<file path="config.mk">
export PLATFORM = sky130hd
export DESIGN_NAME = coproc_exec_ctrl_flat
export DESIGN_NICKNAME = d
export VERILOG_FILES = /design/src/rtl/coproc_pkg.sv /design/src/rtl/coproc_exec_ctrl_if.sv /design/src/rtl/coproc_exec_ctrl_alu_watchdog.sv /design/src/rtl/coproc_exec_ctrl.sv /design/src/flat_wrapper.sv
export SDC_FILE = /design/constraint.sdc
export NUM_CORES = 1
export LEC_CHECK = 0
export ABC_AREA = 1
export CORE_MARGIN = 4
export CORE_UTILIZATION = 45
export DETAILED_ROUTE_END_ITERATION = 7
export GPL_TIMING_DRIVEN = 0
export PLACE_DENSITY = 0.72
export REMOVE_ABC_BUFFERS = 1
export SLEW_MARGIN = 20
export SYNTH_ARGS = -nofsm -noshare
export SYNTH_HDL_FRONTEND = slang
export SYNTH_SLANG_ARGS = --single-unit
</file>
<file path="constraint.sdc">
create_clock -name clk -period 3.4 [get_ports clk]
set_clock_uncertainty 0.2 [all_clocks]
set_input_delay 1.02 -clock clk [delete_from_list [all_inputs] [get_ports clk]]
set_output_delay 1.02 -clock clk [all_outputs]
set_load 0.1 [all_outputs]
</file>
<file path="src/rtl/coproc_pkg.sv">
// Shared opcodes, widths and FSM state encoding for the coprocessor execution controller.
package coproc_pkg;

    localparam int unsigned OPC_W   = 4;
    localparam int unsigned ADRS_W  = 8;
    localparam int unsigned DATA_W  = 16;
    localparam int unsigned MEM_AW  = 6;
    localparam int unsigned MEM_DW  = 8;
    localparam int unsigned ALU_OPW = 3;

    localparam logic [OPC_W-1:0] OP_NOP      = 4'h0;
    localparam logic [OPC_W-1:0] OP_WR       = 4'h1;
    localparam logic [OPC_W-1:0] OP_RD       = 4'h2;
    localparam logic [OPC_W-1:0] OP_ALU_BASE = 4'h8;
    localparam logic [OPC_W-1:0] OP_ALU_LAST = 4'hE;

    typedef enum logic [3:0] {
        S_IDLE   = 4'd0,
        S_WR0    = 4'd1,
        S_WR1    = 4'd2,
        S_RD0    = 4'd3,
        S_RD1    = 4'd4,
        S_RD2    = 4'd5,
        S_ASTART = 4'd6,
        S_AWAIT  = 4'd7,
        S_DONE   = 4'd8
    } state_t;

    function automatic logic is_alu_op(input logic [OPC_W-1:0] op);
        return (op >= OP_ALU_BASE) && (op <= OP_ALU_LAST);
    endfunction

endpackage

</file>
<file path="src/rtl/coproc_exec_ctrl_if.sv">
// Instruction, element-memory, ALU and result signals between decoder side and controller.
interface coproc_exec_ctrl_if;
    import coproc_pkg::*;

    logic                 instr_valid;
    logic                 instr_ready;
    logic [OPC_W-1:0]     opcode;
    logic [ADRS_W-1:0]    adrs;
    logic [DATA_W-1:0]    data;
    logic [MEM_AW-1:0]    mem_addr;
    logic [MEM_DW-1:0]    mem_wdata;
    logic                 mem_we;
    logic [MEM_DW-1:0]    mem_rdata;
    logic                 alu_start;
    logic [ALU_OPW-1:0]   alu_op;
    logic                 alu_done;
    logic [DATA_W-1:0]    alu_result;
    logic [DATA_W-1:0]    result;
    logic                 done;
    logic                 error;

    modport master (
        output instr_valid, opcode, adrs, data, mem_rdata, alu_done, alu_result,
        input  instr_ready, mem_addr, mem_wdata, mem_we, alu_start, alu_op, result, done, error
    );

    modport slave (
        input  instr_valid, opcode, adrs, data, mem_rdata, alu_done, alu_result,
        output instr_ready, mem_addr, mem_wdata, mem_we, alu_start, alu_op, result, done, error
    );

endinterface

</file>
<file path="src/rtl/coproc_exec_ctrl_alu_watchdog.sv">
// Loadable down-counter; expired rises once TIMEOUT_CYCLES cycles have passed since start.
module alu_watchdog #(
    parameter int unsigned TIMEOUT_CYCLES = 1024,
    parameter int unsigned TO_W           = 10
) (
    input  logic clk,
    input  logic rst_n,
    input  logic start,
    input  logic clear,
    output logic expired
);

    logic [TO_W-1:0] count;
    logic            active;

    // Loaded with TIMEOUT_CYCLES-1 so expired is high in the last allowed wait cycle.
    always_ff @(posedge clk or negedge rst_n) begin
        if (!rst_n) begin
            count   <= '0;
            active  <= 1'b0;
            expired <= 1'b0;
        end else if (start) begin
            count   <= TO_W'(TIMEOUT_CYCLES - 1);
            active  <= 1'b1;
            expired <= (TIMEOUT_CYCLES <= 1);
        end else if (clear) begin
            count   <= '0;
            active  <= 1'b0;
            expired <= 1'b0;
        end else if (active && (count != '0)) begin
            count   <= count - TO_W'(1);
            expired <= (count == TO_W'(1));
        end
    end

endmodule

</file>
<file path="src/rtl/coproc_exec_ctrl.sv">
// Sequences element-memory writes/reads or ALU dispatch for one decoded instruction at a time.
module coproc_exec_ctrl
    import coproc_pkg::*;
#(
    parameter int unsigned TIMEOUT_CYCLES = 1024,
    parameter int unsigned TO_W           = 10
) (
    input  logic               clk,
    input  logic               rst_n,
    coproc_exec_ctrl_if.slave  bus
);

    state_t               state, state_n;
    logic [MEM_AW-1:0]    a_q;
    logic [MEM_DW-1:0]    lo_q;
    logic [MEM_DW-1:0]    hi_q;

    logic                 accept_c, addr_bad_c, fault_c;
    logic                 wd_start_c, wd_clear_c, wd_expired;
    logic [MEM_AW-1:0]    mem_addr_d;
    logic [MEM_DW-1:0]    mem_wdata_d;
    logic                 mem_we_d, alu_start_d;
    logic [ALU_OPW-1:0]   alu_op_d;
    logic [DATA_W-1:0]    result_d;

    assign accept_c   = bus.instr_valid && bus.instr_ready;
    assign addr_bad_c = |bus.adrs[ADRS_W-1:MEM_AW];
    assign wd_start_c = (state == S_ASTART);
    assign wd_clear_c = (state != S_AWAIT);

    alu_watchdog #(
        .TIMEOUT_CYCLES (TIMEOUT_CYCLES),
        .TO_W           (TO_W)
    ) u_watchdog (
        .clk     (clk),
        .rst_n   (rst_n),
        .start   (wd_start_c),
        .clear   (wd_clear_c),
        .expired (wd_expired)
    );

    // Next state, then the registered outputs for the state being entered.
    always_comb begin
        state_n     = state;
        fault_c     = 1'b0;
        result_d    = bus.result;
        alu_op_d    = bus.alu_op;
        mem_addr_d  = '0;
        mem_wdata_d = '0;
        mem_we_d    = 1'b0;
        alu_start_d = 1'b0;

        unique case (state)
            S_IDLE: begin
                if (accept_c) begin
                    if ((bus.opcode == OP_WR) && !addr_bad_c) begin
                        state_n = S_WR0;
                    end else if ((bus.opcode == OP_RD) && !addr_bad_c) begin
                        state_n = S_RD0;
                    end else if (is_alu_op(bus.opcode)) begin
                        state_n = S_ASTART;
                    end else begin
                        state_n = S_DONE;
                        fault_c = (bus.opcode != OP_NOP);
                    end
                end
            end
            S_WR0:    state_n = S_WR1;
            S_WR1:    state_n = S_DONE;
            S_RD0:    state_n = S_RD1;
            S_RD1:    state_n = S_RD2;
            S_RD2: begin
                state_n  = S_DONE;
                result_d = {hi_q, bus.mem_rdata};
            end
            S_ASTART: state_n = S_AWAIT;
            S_AWAIT: begin
                // A completion in the expiry cycle wins over the timeout.
                if (bus.alu_done) begin
                    state_n  = S_DONE;
                    result_d = bus.alu_result;
                end else if (wd_expired) begin
                    state_n = S_DONE;
                    fault_c = 1'b1;
                end
            end
            S_DONE:   state_n = S_IDLE;
            default:  state_n = S_IDLE;
        endcase

        unique case (state_n)
            S_WR0: begin
                mem_addr_d  = bus.adrs[MEM_AW-1:0];
                mem_wdata_d = bus.data[DATA_W-1:MEM_DW];
                mem_we_d    = 1'b1;
            end
            S_WR1: begin
                mem_addr_d  = a_q + MEM_AW'(1);
                mem_wdata_d = lo_q;
                mem_we_d    = 1'b1;
            end
            S_RD0:    mem_addr_d = bus.adrs[MEM_AW-1:0];
            S_RD1:    mem_addr_d = a_q + MEM_AW'(1);
            S_ASTART: begin
                alu_start_d = 1'b1;
                alu_op_d    = bus.opcode[ALU_OPW-1:0];
            end
            default: ;
        endcase
    end

    always_ff @(posedge clk or negedge rst_n) begin
        if (!rst_n) begin
            state           <= S_IDLE;
            a_q             <= '0;
            lo_q            <= '0;
            hi_q            <= '0;
            bus.instr_ready <= 1'b1;
            bus.mem_addr    <= '0;
            bus.mem_wdata   <= '0;
            bus.mem_we      <= 1'b0;
            bus.alu_start   <= 1'b0;
            bus.alu_op      <= '0;
            bus.result      <= '0;
            bus.done        <= 1'b0;
            bus.error       <= 1'b0;
        end else begin
            state           <= state_n;
            bus.instr_ready <= (state_n == S_IDLE);
            bus.mem_addr    <= mem_addr_d;
            bus.mem_wdata   <= mem_wdata_d;
            bus.mem_we      <= mem_we_d;
            bus.alu_start   <= alu_start_d;
            bus.alu_op      <= alu_op_d;
            bus.result      <= result_d;
            bus.done        <= (state_n == S_DONE);
            bus.error       <= fault_c;
            if (state == S_RD1) begin
                hi_q <= bus.mem_rdata;
            end
            if (accept_c) begin
                a_q  <= bus.adrs[MEM_AW-1:0];
                lo_q <= bus.data[MEM_DW-1:0];
            end
        end
    end

endmodule

</file>
<file path="src/flat_wrapper.sv">
// flat-port wrapper written by rule: the top's interface ports become plain ports
module coproc_exec_ctrl_flat import coproc_pkg::*;
#(
    parameter int unsigned TIMEOUT_CYCLES = 1024,
    parameter int unsigned TO_W           = 10
)
  (clk, rst_n, bus_instr_valid, bus_opcode, bus_adrs, bus_data, bus_mem_rdata, bus_alu_done, bus_alu_result, bus_instr_ready, bus_mem_addr, bus_mem_wdata, bus_mem_we, bus_alu_start, bus_alu_op, bus_result, bus_done, bus_error);
  coproc_exec_ctrl_if bus_i ();
  input  logic clk;
  input  logic rst_n;
  input wire logic [$bits(bus_i.instr_valid)-1:0] bus_instr_valid;
  input wire logic [$bits(bus_i.opcode)-1:0] bus_opcode;
  input wire logic [$bits(bus_i.adrs)-1:0] bus_adrs;
  input wire logic [$bits(bus_i.data)-1:0] bus_data;
  input wire logic [$bits(bus_i.mem_rdata)-1:0] bus_mem_rdata;
  input wire logic [$bits(bus_i.alu_done)-1:0] bus_alu_done;
  input wire logic [$bits(bus_i.alu_result)-1:0] bus_alu_result;
  output wire logic [$bits(bus_i.instr_ready)-1:0] bus_instr_ready;
  output wire logic [$bits(bus_i.mem_addr)-1:0] bus_mem_addr;
  output wire logic [$bits(bus_i.mem_wdata)-1:0] bus_mem_wdata;
  output wire logic [$bits(bus_i.mem_we)-1:0] bus_mem_we;
  output wire logic [$bits(bus_i.alu_start)-1:0] bus_alu_start;
  output wire logic [$bits(bus_i.alu_op)-1:0] bus_alu_op;
  output wire logic [$bits(bus_i.result)-1:0] bus_result;
  output wire logic [$bits(bus_i.done)-1:0] bus_done;
  output wire logic [$bits(bus_i.error)-1:0] bus_error;
  assign bus_i.instr_valid = bus_instr_valid;
  assign bus_i.opcode = bus_opcode;
  assign bus_i.adrs = bus_adrs;
  assign bus_i.data = bus_data;
  assign bus_i.mem_rdata = bus_mem_rdata;
  assign bus_i.alu_done = bus_alu_done;
  assign bus_i.alu_result = bus_alu_result;
  assign bus_instr_ready = bus_i.instr_ready;
  assign bus_mem_addr = bus_i.mem_addr;
  assign bus_mem_wdata = bus_i.mem_wdata;
  assign bus_mem_we = bus_i.mem_we;
  assign bus_alu_start = bus_i.alu_start;
  assign bus_alu_op = bus_i.alu_op;
  assign bus_result = bus_i.result;
  assign bus_done = bus_i.done;
  assign bus_error = bus_i.error;
  coproc_exec_ctrl #(.TIMEOUT_CYCLES(TIMEOUT_CYCLES), .TO_W(TO_W)) u_core (.clk(clk), .rst_n(rst_n), .bus(bus_i));
endmodule
</file>
# ---- Word level (Yosys, flattened, before mapping)
# Index checks and enable logic that the tools add are counted.
dict set report totals {
  regBits 76
  output_inout_bits 38
  elab_cells 85
}
dict set report classes {
  addsub 2
  order_cmp 2
  eq_ne 18
  mux 28
  n_reduce_logical 19
}
# cell count
set op_table {}
lappend op_table {{$pmux W16 S2} 1}
lappend op_table {{$mux W10} 3}
lappend op_table {{$pmux W4 S7} 1}
lappend op_table {{$eq A4 B3 Y1 const B} 6}
lappend op_table {{$mux W4} 6}
lappend op_table {{$eq A4 B2 Y1 const B} 5}
lappend op_table {{$mux W16} 1}
lappend op_table {{$pmux W8 S2} 1}
lappend op_table {{$mux W1} 13}
lappend op_table {{$eq A4 B1 Y1 const B} 3}
lappend op_table {{$pmux W6 S2} 1}
lappend op_table {{$eq A10 B1 Y1 const B} 1}
lappend op_table {{$reduce_bool A10 Y1} 1}
lappend op_table {{$reduce_or A2 Y1} 5}
lappend op_table {{$sub A10 B1 Y10 const B} 1}
lappend op_table {{$logic_not A4 Y1} 2}
lappend op_table {{$add A6 B1 Y6 const B} 1}
lappend op_table {{$logic_and A1 B1 Y1} 5}
lappend op_table {{$eq A4 B4 Y1 const B} 1}
lappend op_table {{$ge A4 B4 Y1 const B} 1}
lappend op_table {{$le A4 B4 Y1 const B} 1}
lappend op_table {{$ne A4 B3 Y1 const B} 1}
lappend op_table {{$reduce_bool A2 Y1} 2}
lappend op_table {{$reduce_bool A4 Y1} 1}
lappend op_table {{5 further kinds} 5}

# ---- Longest topological paths before layout
# Gate-level depths: netlist of run 1.
dict set report logic_depth {
  depth_word 10
  mapped_depth 10
  depth_no_buf 10
}

# ---- Hierarchy
# A second synthesis of run 1 with hierarchy kept.
dict set report hier_totals {
  hier_cells 418
  hier_area_um2 3512.1
}
# module n_inst cells_each area_per_inst_um2
set modules_own_cells {}
lappend modules_own_cells {coproc_exec_ctrl 1 314 2778.9}
lappend modules_own_cells {alu_watchdog 1 104 733.2}

# ---- Worst setup path after synthesis of run 1
# No wires, ideal clock.
dict set report synth_timing {
  path_type {reg-to-output}
  from {reg u_core.bus.result[0]}
  to {out bus_result[0]}
  t_arrival_ps 898
  required_time_ps 2180
  path_slack_ps 1282
  path_stages_with_launch 1
  path_cell_list {dfrtp_1}
}
# item line
set synth_lines {}
lappend synth_lines {{start, declared} coproc_exec_ctrl_if.sv:29} ;# output instr_ready, mem_addr, mem_wdata, mem_we, alu_start, alu_op, result, done, error
lappend synth_lines {{start signal, assigned} coproc_exec_ctrl.sv:135} ;# bus.result <= result_d;
lappend synth_lines {{end, declared} flat_wrapper.sv:24} ;# output wire logic [$bits(bus_i.result)-1:0] bus_result;
# No word-level cell between the ends.

# ---- Worst setup path after layout of run 1
dict set report layout_timing {
  from {reg u_core.bus.instr_ready}
  to {out bus_instr_ready}
}
# item line
set layout_lines {}
lappend layout_lines {{start, declared} coproc_exec_ctrl_if.sv:29}
lappend layout_lines {{start signal, assigned} coproc_exec_ctrl.sv:129} ;# bus.instr_ready <= (state_n == S_IDLE);
lappend layout_lines {{end, declared} flat_wrapper.sv:18} ;# output wire logic [$bits(bus_i.instr_ready)-1:0] bus_instr_ready;
# No word-level cell between the ends.

==> flow_summary.toml, run 1 <==
[global_route]
track_usage = 0.1870
antenna_found_initial = 0
gr-total-overflow = 0
grt_pass1_vias = 2987
grt_max_degree = 45
grt_pass1_wl_mm = 13.52

[floorplanning]
die_h_um = 96.27
row_count = 31
io_pins = 94
core_mm2 = 0.007408
initial_core_util = 0.4732
die_w_um = 96.27
dieArea_mm2 = 0.009267

[timing]
tightest_slew_ns = 1.007
fmax_ghz = 0.3087
finalHoldViolCount = 0
slew_viol_final = 0
period_share = 0.9528
fin_ws_ns = 0.1605
relSlewSlack = 0.3267
setup_viol = 0
grt_setup_unrepaired = "no"
fin_crit_ns = 3.240

[pwr]
p_sw_mw = 2.628
powerDensity_mw_per_mm2 = 1053
peakVddDrop_mv = 0.5806
power.internal_mw = 2.295
p_clk_frac = 0.121
leakagePower_nw = 2.239
pwr-share-comb = 0.578
switching_share = 0.5338
p_seq_frac = 0.301

[logic_synthesis]
syn-cell-area_mm2 = 0.003506
synth_simple_gate_area_share = 0.2677
synth-compound-area-share = 0.09350
syn_avg_cell_area_um2 = 8.656
synthMuxAreaShare = 0.02570
synth_area_leader_cell = "dfrtp_1"
yosysTopAreaCellShare = 0.5353
synth_top_family_by_area = "simple AND/OR/NAND/NOR gates"
ys_types = 35
yosys.area_share.xor_xnor = 0.004996
synth_seq_cells = 76
synthAdderAreaFrac = 0.01071
syn_inst = 405
synth-seq-area-share = 0.5428
yosys-top-cells-area = "dfrtp_1 (54%), nand2_1 (13%), nor2_1 (5.5%)"
yosys_warnings = 0

[placement]
post-dp-hpwl_mm = 5.771
placed_area_mm2 = 0.004507
place.gp.congestion = 0.7984
dp_slack_ns = -0.1263
dp.cells = 587
io_buffers = 93

[clock_tree]
cts_hold_buf = 0
cts_resized = 0
cts_sinks = 76
clkTransAtPathRegs_ns = 0.08
cts_tree = "built"
root_buffer = "clkbuf_8"
htreeDepth = 3
clk_latency_ns = 0.34
cts_setup_buffers = 0
cts_buffer_depth = 2
tritoncts.num_buffers = 9

[final_layout]
fin_area_mm2 = 0.004674
diodes = 0
post-route-util = 0.6310
final_cell_count_no_fill = 603
syn2layout_area_growth_pct = 33.33
n_fill_cell = 648
fin_nets = 558
drive_gt1_frac = 0.09325

[route]
routed_via_density = 4.935
num_vias = 2976
avgRoutedWirePerCell_um = 13.38
dr.pass1.iters = 4
drt-total-wl_mm = 8.071
drtIter0Drc = 143
ant_nets = 0
route.detailed.drc = 0

[critical_path]
start_kind = "register"
slowest_delay_ns = 1.14
crit_path_top_delay_cell = "clkdlybuf4s50_1"
crit_type = "register to primary output"
path_cells = "clkdlybuf4s50_1"
path_buf_inv = 1
worstPathRequired_ns = 2.18
path_delay_family = "buffers and inverters"
crit_path_max_fanout = 2
end_kind = "primary output"
crit_arrival_ns = 2.02

[outcome]
status = "finished, final reports clean"

[min_path]
hp-class = "register to register"

[job]
timing.max_cap.violations = 0
==> per-stage QoR <==
stage / power (mW) / TNS, ns / hold WS (ns)
finish: 4.923 / 0 / 0.2809
floorplan: 3.652 / 0 / 0.2492
CTS: 4.959 / 0 / 0.2785
global placement: 4.299 / -115.72 / 0.2575
global route: 5.224 / 0 / 0.3051
detailed placement: 4.355 / -0.7015 / 0.2649
==> metal layers <==
metal	global-route usage	routed length (um)	up-vias
met5	0	0	-
met4	0.06398	92	0
met3	0.04457	587	10
met2	0.2996	3734	83
met1	0.2485	3657	1376
li1	-	-	1507
==> state kept, by name, indices dropped and copies added, names as in the netlist, 3 cells and up <==
name,cells
u_core.a_q,6
u_core.state,4
u_core.bus.mem_wdata,8
u_core.hi_q,8
u_core.bus.result,16
u_core.bus.mem_addr,6
u_core.u_watchdog.count,10
u_core.lo_q,8
u_core.bus.alu_op,3
==> placed cells by master (no fill, tap or decap), types with 4 or more instances in the layout <==
cell type / instances
a21oi_1: 9
a31oi_1: 18
clkbuf_8: 9
clkdlybuf4s50_1: 92
dfrtp_1: 75
inv_1: 25
inv_2: 7
mux2_2: 8
nand2_1: 122
nand2_2: 4
nand3_1: 18
nand4_1: 10
nor2_1: 51
o21ai_0: 16
==> Yosys cell counts, drive strengths merged <==
library cell and count:
dfstp 1, o21bai 2, or2 3, buf 9, nand3 20, a31oi 18
mux2 8, clkbuf 2, xor2 1, inv 32, xnor2 1, a31o 1
dfrtp 75, a22o 1, o31ai 1, nand2 126, nor2 56, nand3b 2
o21ai 19, ha 3, a21o 1, a21oi 10, nand4 10, o22ai 3
==> cell type report <==
| cell class | count | area (um^2) | share of cell area |
|---|---|---|---|
| flip-flops and latches | 76 | 1903 | 0.4071 |
| multi-input cells | 286 | 1411 | 0.3019 |
| repair buffers | 94 | 948.4 | 0.2029 |
| clock buffers | 11 | 131.4 | 0.02810 |
| well taps | 99 | 123.9 | 0.02650 |
| inverters | 32 | 120.1 | 0.02570 |
| clock inverters | 5 | 36.28 | 0.007762 |
==> power by group through the flow <==
stage                     clock, mW  sequential [mW]  combinational, mW
after CTS                     0.611             1.48               2.87
after detailed placement          0             1.49               2.86
after global routing          0.652             1.53               3.04
after floorplan                   0             2.79              0.864
final                         0.596             1.48               2.85
after global placement            0             1.48               2.82
==> path summary, 6_finish.rpt <==
path	startpoint	end	slack [ns]	cells past startpoint
min in group asynchronous	rst_n	u_core.bus.result[11]	0.47	1
worst max-delay path	u_core.bus.instr_ready	bus_instr_ready	0.16	1
max in group asynchronous	rst_n	u_core.a_q[2]	1.96	2
worst min register to register	u_core.bus.alu_op[2]	u_core.bus.alu_op[2]	0.28	2
worst min-delay path	u_core.bus.alu_op[2]	u_core.bus.alu_op[2]	0.28	2
worst max register to register	u_core.bus.instr_ready	u_core.bus.alu_op[0]	0.85	7
==> kinds of logic after synthesis <==
group                      Yosys count
AOI/OAI and AO/OA                   56
xor gates and xnor gates             2
adders and majority gates            3
buffers and inverters               43
DFF                                 76
muxes                                8
and+or+nand+nor                    217
Power figures use the tool's default switching activity.
==> run 2, diff against run 1 <==
clock period = 3.2 ns   (was 3.4 ns; I/O delays follow)
==> flow_summary.toml, run 2 (same netlist as run 1, synthesis figures left out) <==
[critical_path]
start_kind = "register"
crit_arrival_ns = 1.85
crit_path_top_delay_cell = "clkdlybuf4s50_1"
path_buf_inv = 1
reg2reg_slack_ns = 0.92
reg2reg_to = "u_core.bus.alu_op[0]"
worstPathRequired_ns = 2.04
end_kind = "primary output"
slowest_delay_ns = 1.16
critPathLaunch = "u_core.bus.result[13]"
crit_path_max_fanout = 2
path_delay_family = "buffers and inverters"
crit_type = "register to primary output"
path_cells = "clkdlybuf4s50_1"
r2r-start = "u_core.bus.instr_ready"
reg2regPathDepth = 7

[final_layout]
largestRegisters = "u_core.bus.result (16), u_core.u_watchdog.count (10)"
syn2layout_area_growth_pct = 33.48
layout_common_cells = "nand2_1 (121), clkdlybuf4s50_1 (91), dfrtp_1 (75), nor2_1 (51), inv_1 (25)"
drive_gt1_frac = 0.09524
diodes = 0
largest_register_ffs = 16
layout_commonest_cell = "nand2_1"
fin_nets = 558
post-route-util = 0.6317
regMostFlops = "u_core.bus.result"
final_cell_count_no_fill = 603

[clock_tree]
root_buffer = "clkbuf_8"
htreeDepth = 3
clk_latency_ns = 0.34
tritoncts.num_buffers = 9
cts_setup_buffers = 0
cts_buffer_depth = 2
cts_sinks = 76
clkTransAtPathRegs_ns = 0.08
cts_tree = "built"

[global_route]
grt_max_degree = 45
gr-usage-met1 = 0.2485
grtUsageMet3 = 0.04457
antenna_found_initial = 0
track_usage = 0.1870
grt_pass1_wl_mm = 13.52
grt_use_met2 = 0.2996
grt-busiest-layer = "met2"
grt_pass1_vias = 2987
gr-total-overflow = 0

[route]
routed_via_density = 4.915
ant_nets = 0
drtIter0Drc = 135
num_vias = 2964
avgRoutedWirePerCell_um = 13.37
drt-total-wl_mm = 8.062
route.detailed.drc = 0
dr.pass1.iters = 4

[placement]
dp.cells = 587
place.gp.congestion = 0.7984
post-dp-hpwl_mm = 5.771
io_buffers = 93
dp_slack_ns = -0.2663

[floorplanning]
dieArea_mm2 = 0.009267
initial_core_util = 0.4732
die_w_um = 96.27
io_pins = 94
row_count = 31
die_h_um = 96.27
core_mm2 = 0.007408

[pwr]
peakVddDrop_mv = 0.6180
leakagePower_nw = 2.251
powerDensity_mw_per_mm2 = 1118
total_power_mw = 5.231

[timing]
fmax_ghz = 0.3320
relSlewSlack = 0.3265
fin_crit_ns = 3.012
finalHoldViolCount = 0
setup_tns_ns = 0
setup_viol = 0
grt_setup_unrepaired = "no"
slew_viol_final = 0
fin_ws_ns = 0.1876
tightest_slew_ns = 1.007
period_share = 0.9414

[min_path]
worstHoldEndpoint = "u_core.bus.alu_op[2]"
min_path_cells = 2
min-delay-start = "u_core.bus.alu_op[2]"
hp-class = "register to register"

[outcome]
status = "finished, final reports clean"

[job]
timing.max_cap.violations = 0
run 2: cell types whose count changed in the layout (fill, tap and decap cells not counted):
cell | before | now
dlymetal6s2s_1 | 0 | 1
nand2_2 | 4 | 5
clkdlybuf4s50_1 | 92 | 91
nand2_1 | 122 | 121
run 2: worst max-delay path by stage:
| stage | to | slack [ns] | cells after the start |
|---|---|---|---|
| finish | bus_result[13] | 0.19 | 1 |
| global route | bus_result[13] | 0.11 | 1 |
| CTS | bus_instr_ready | 0.01 | 1 |
| detailed placement | u_core.bus.alu_op[1] | -0.27 | 8 |
| global placement | u_core.bus.mem_addr[1] | -1.67 | 1 |
| floorplan | u_core.bus.alu_op[0] | 0.67 | 7 |
run 2: per-layer routing:
layer / part of all wire / up-vias
met3: 0.069 / 10
li1: - / 1507
met5: 0 / -
met2: 0.46 / 77
met1: 0.46 / 1370
met4: 0.011 / 0
run 2: power by group:
| part | switching [mW] | leakage [nW] | internal, mW |
|---|---|---|---|
| Clock | 0.350 | 0.0760 | 0.283 |
| Combinational | 2.22 | 1.23 | 0.803 |
| Sequential | 0.223 | 0.949 | 1.35 |
| Total | 2.79 | 2.25 | 2.44 |
run 2: area by class of cell:
class / instances / area [um^2]
Clock buffer: 11 / 131.4
Clock inverter: 5 / 36.28
Fill cell: 646 / 2729
Inverter: 32 / 120.1
Multi-Input combinational cell: 286 / 1414
Sequential cell: 76 / 1903
Tap cell: 99 / 123.9
Timing Repair Buffer: 94 / 950.9
run 2: timing repair:
item	in CTS	in global routing
resized for setup	0	2
endpoints found under the setup margin	0	12
hold buffers	0	0
run 2: metrics by stage:
| stage | area (um^2) | hold WS (ns) |
|---|---|---|
| 2_1_floorplan | 3435 | 0.2492 |
| 5_1_grt | 4679 | 0.3051 |
| 3_3_place_gp | 4489 | 0.2575 |
| 4_1_cts | 4674 | 0.2785 |
| 6_report | 4679 | 0.2810 |
| 3_5_place_dp | 4507 | 0.2649 |
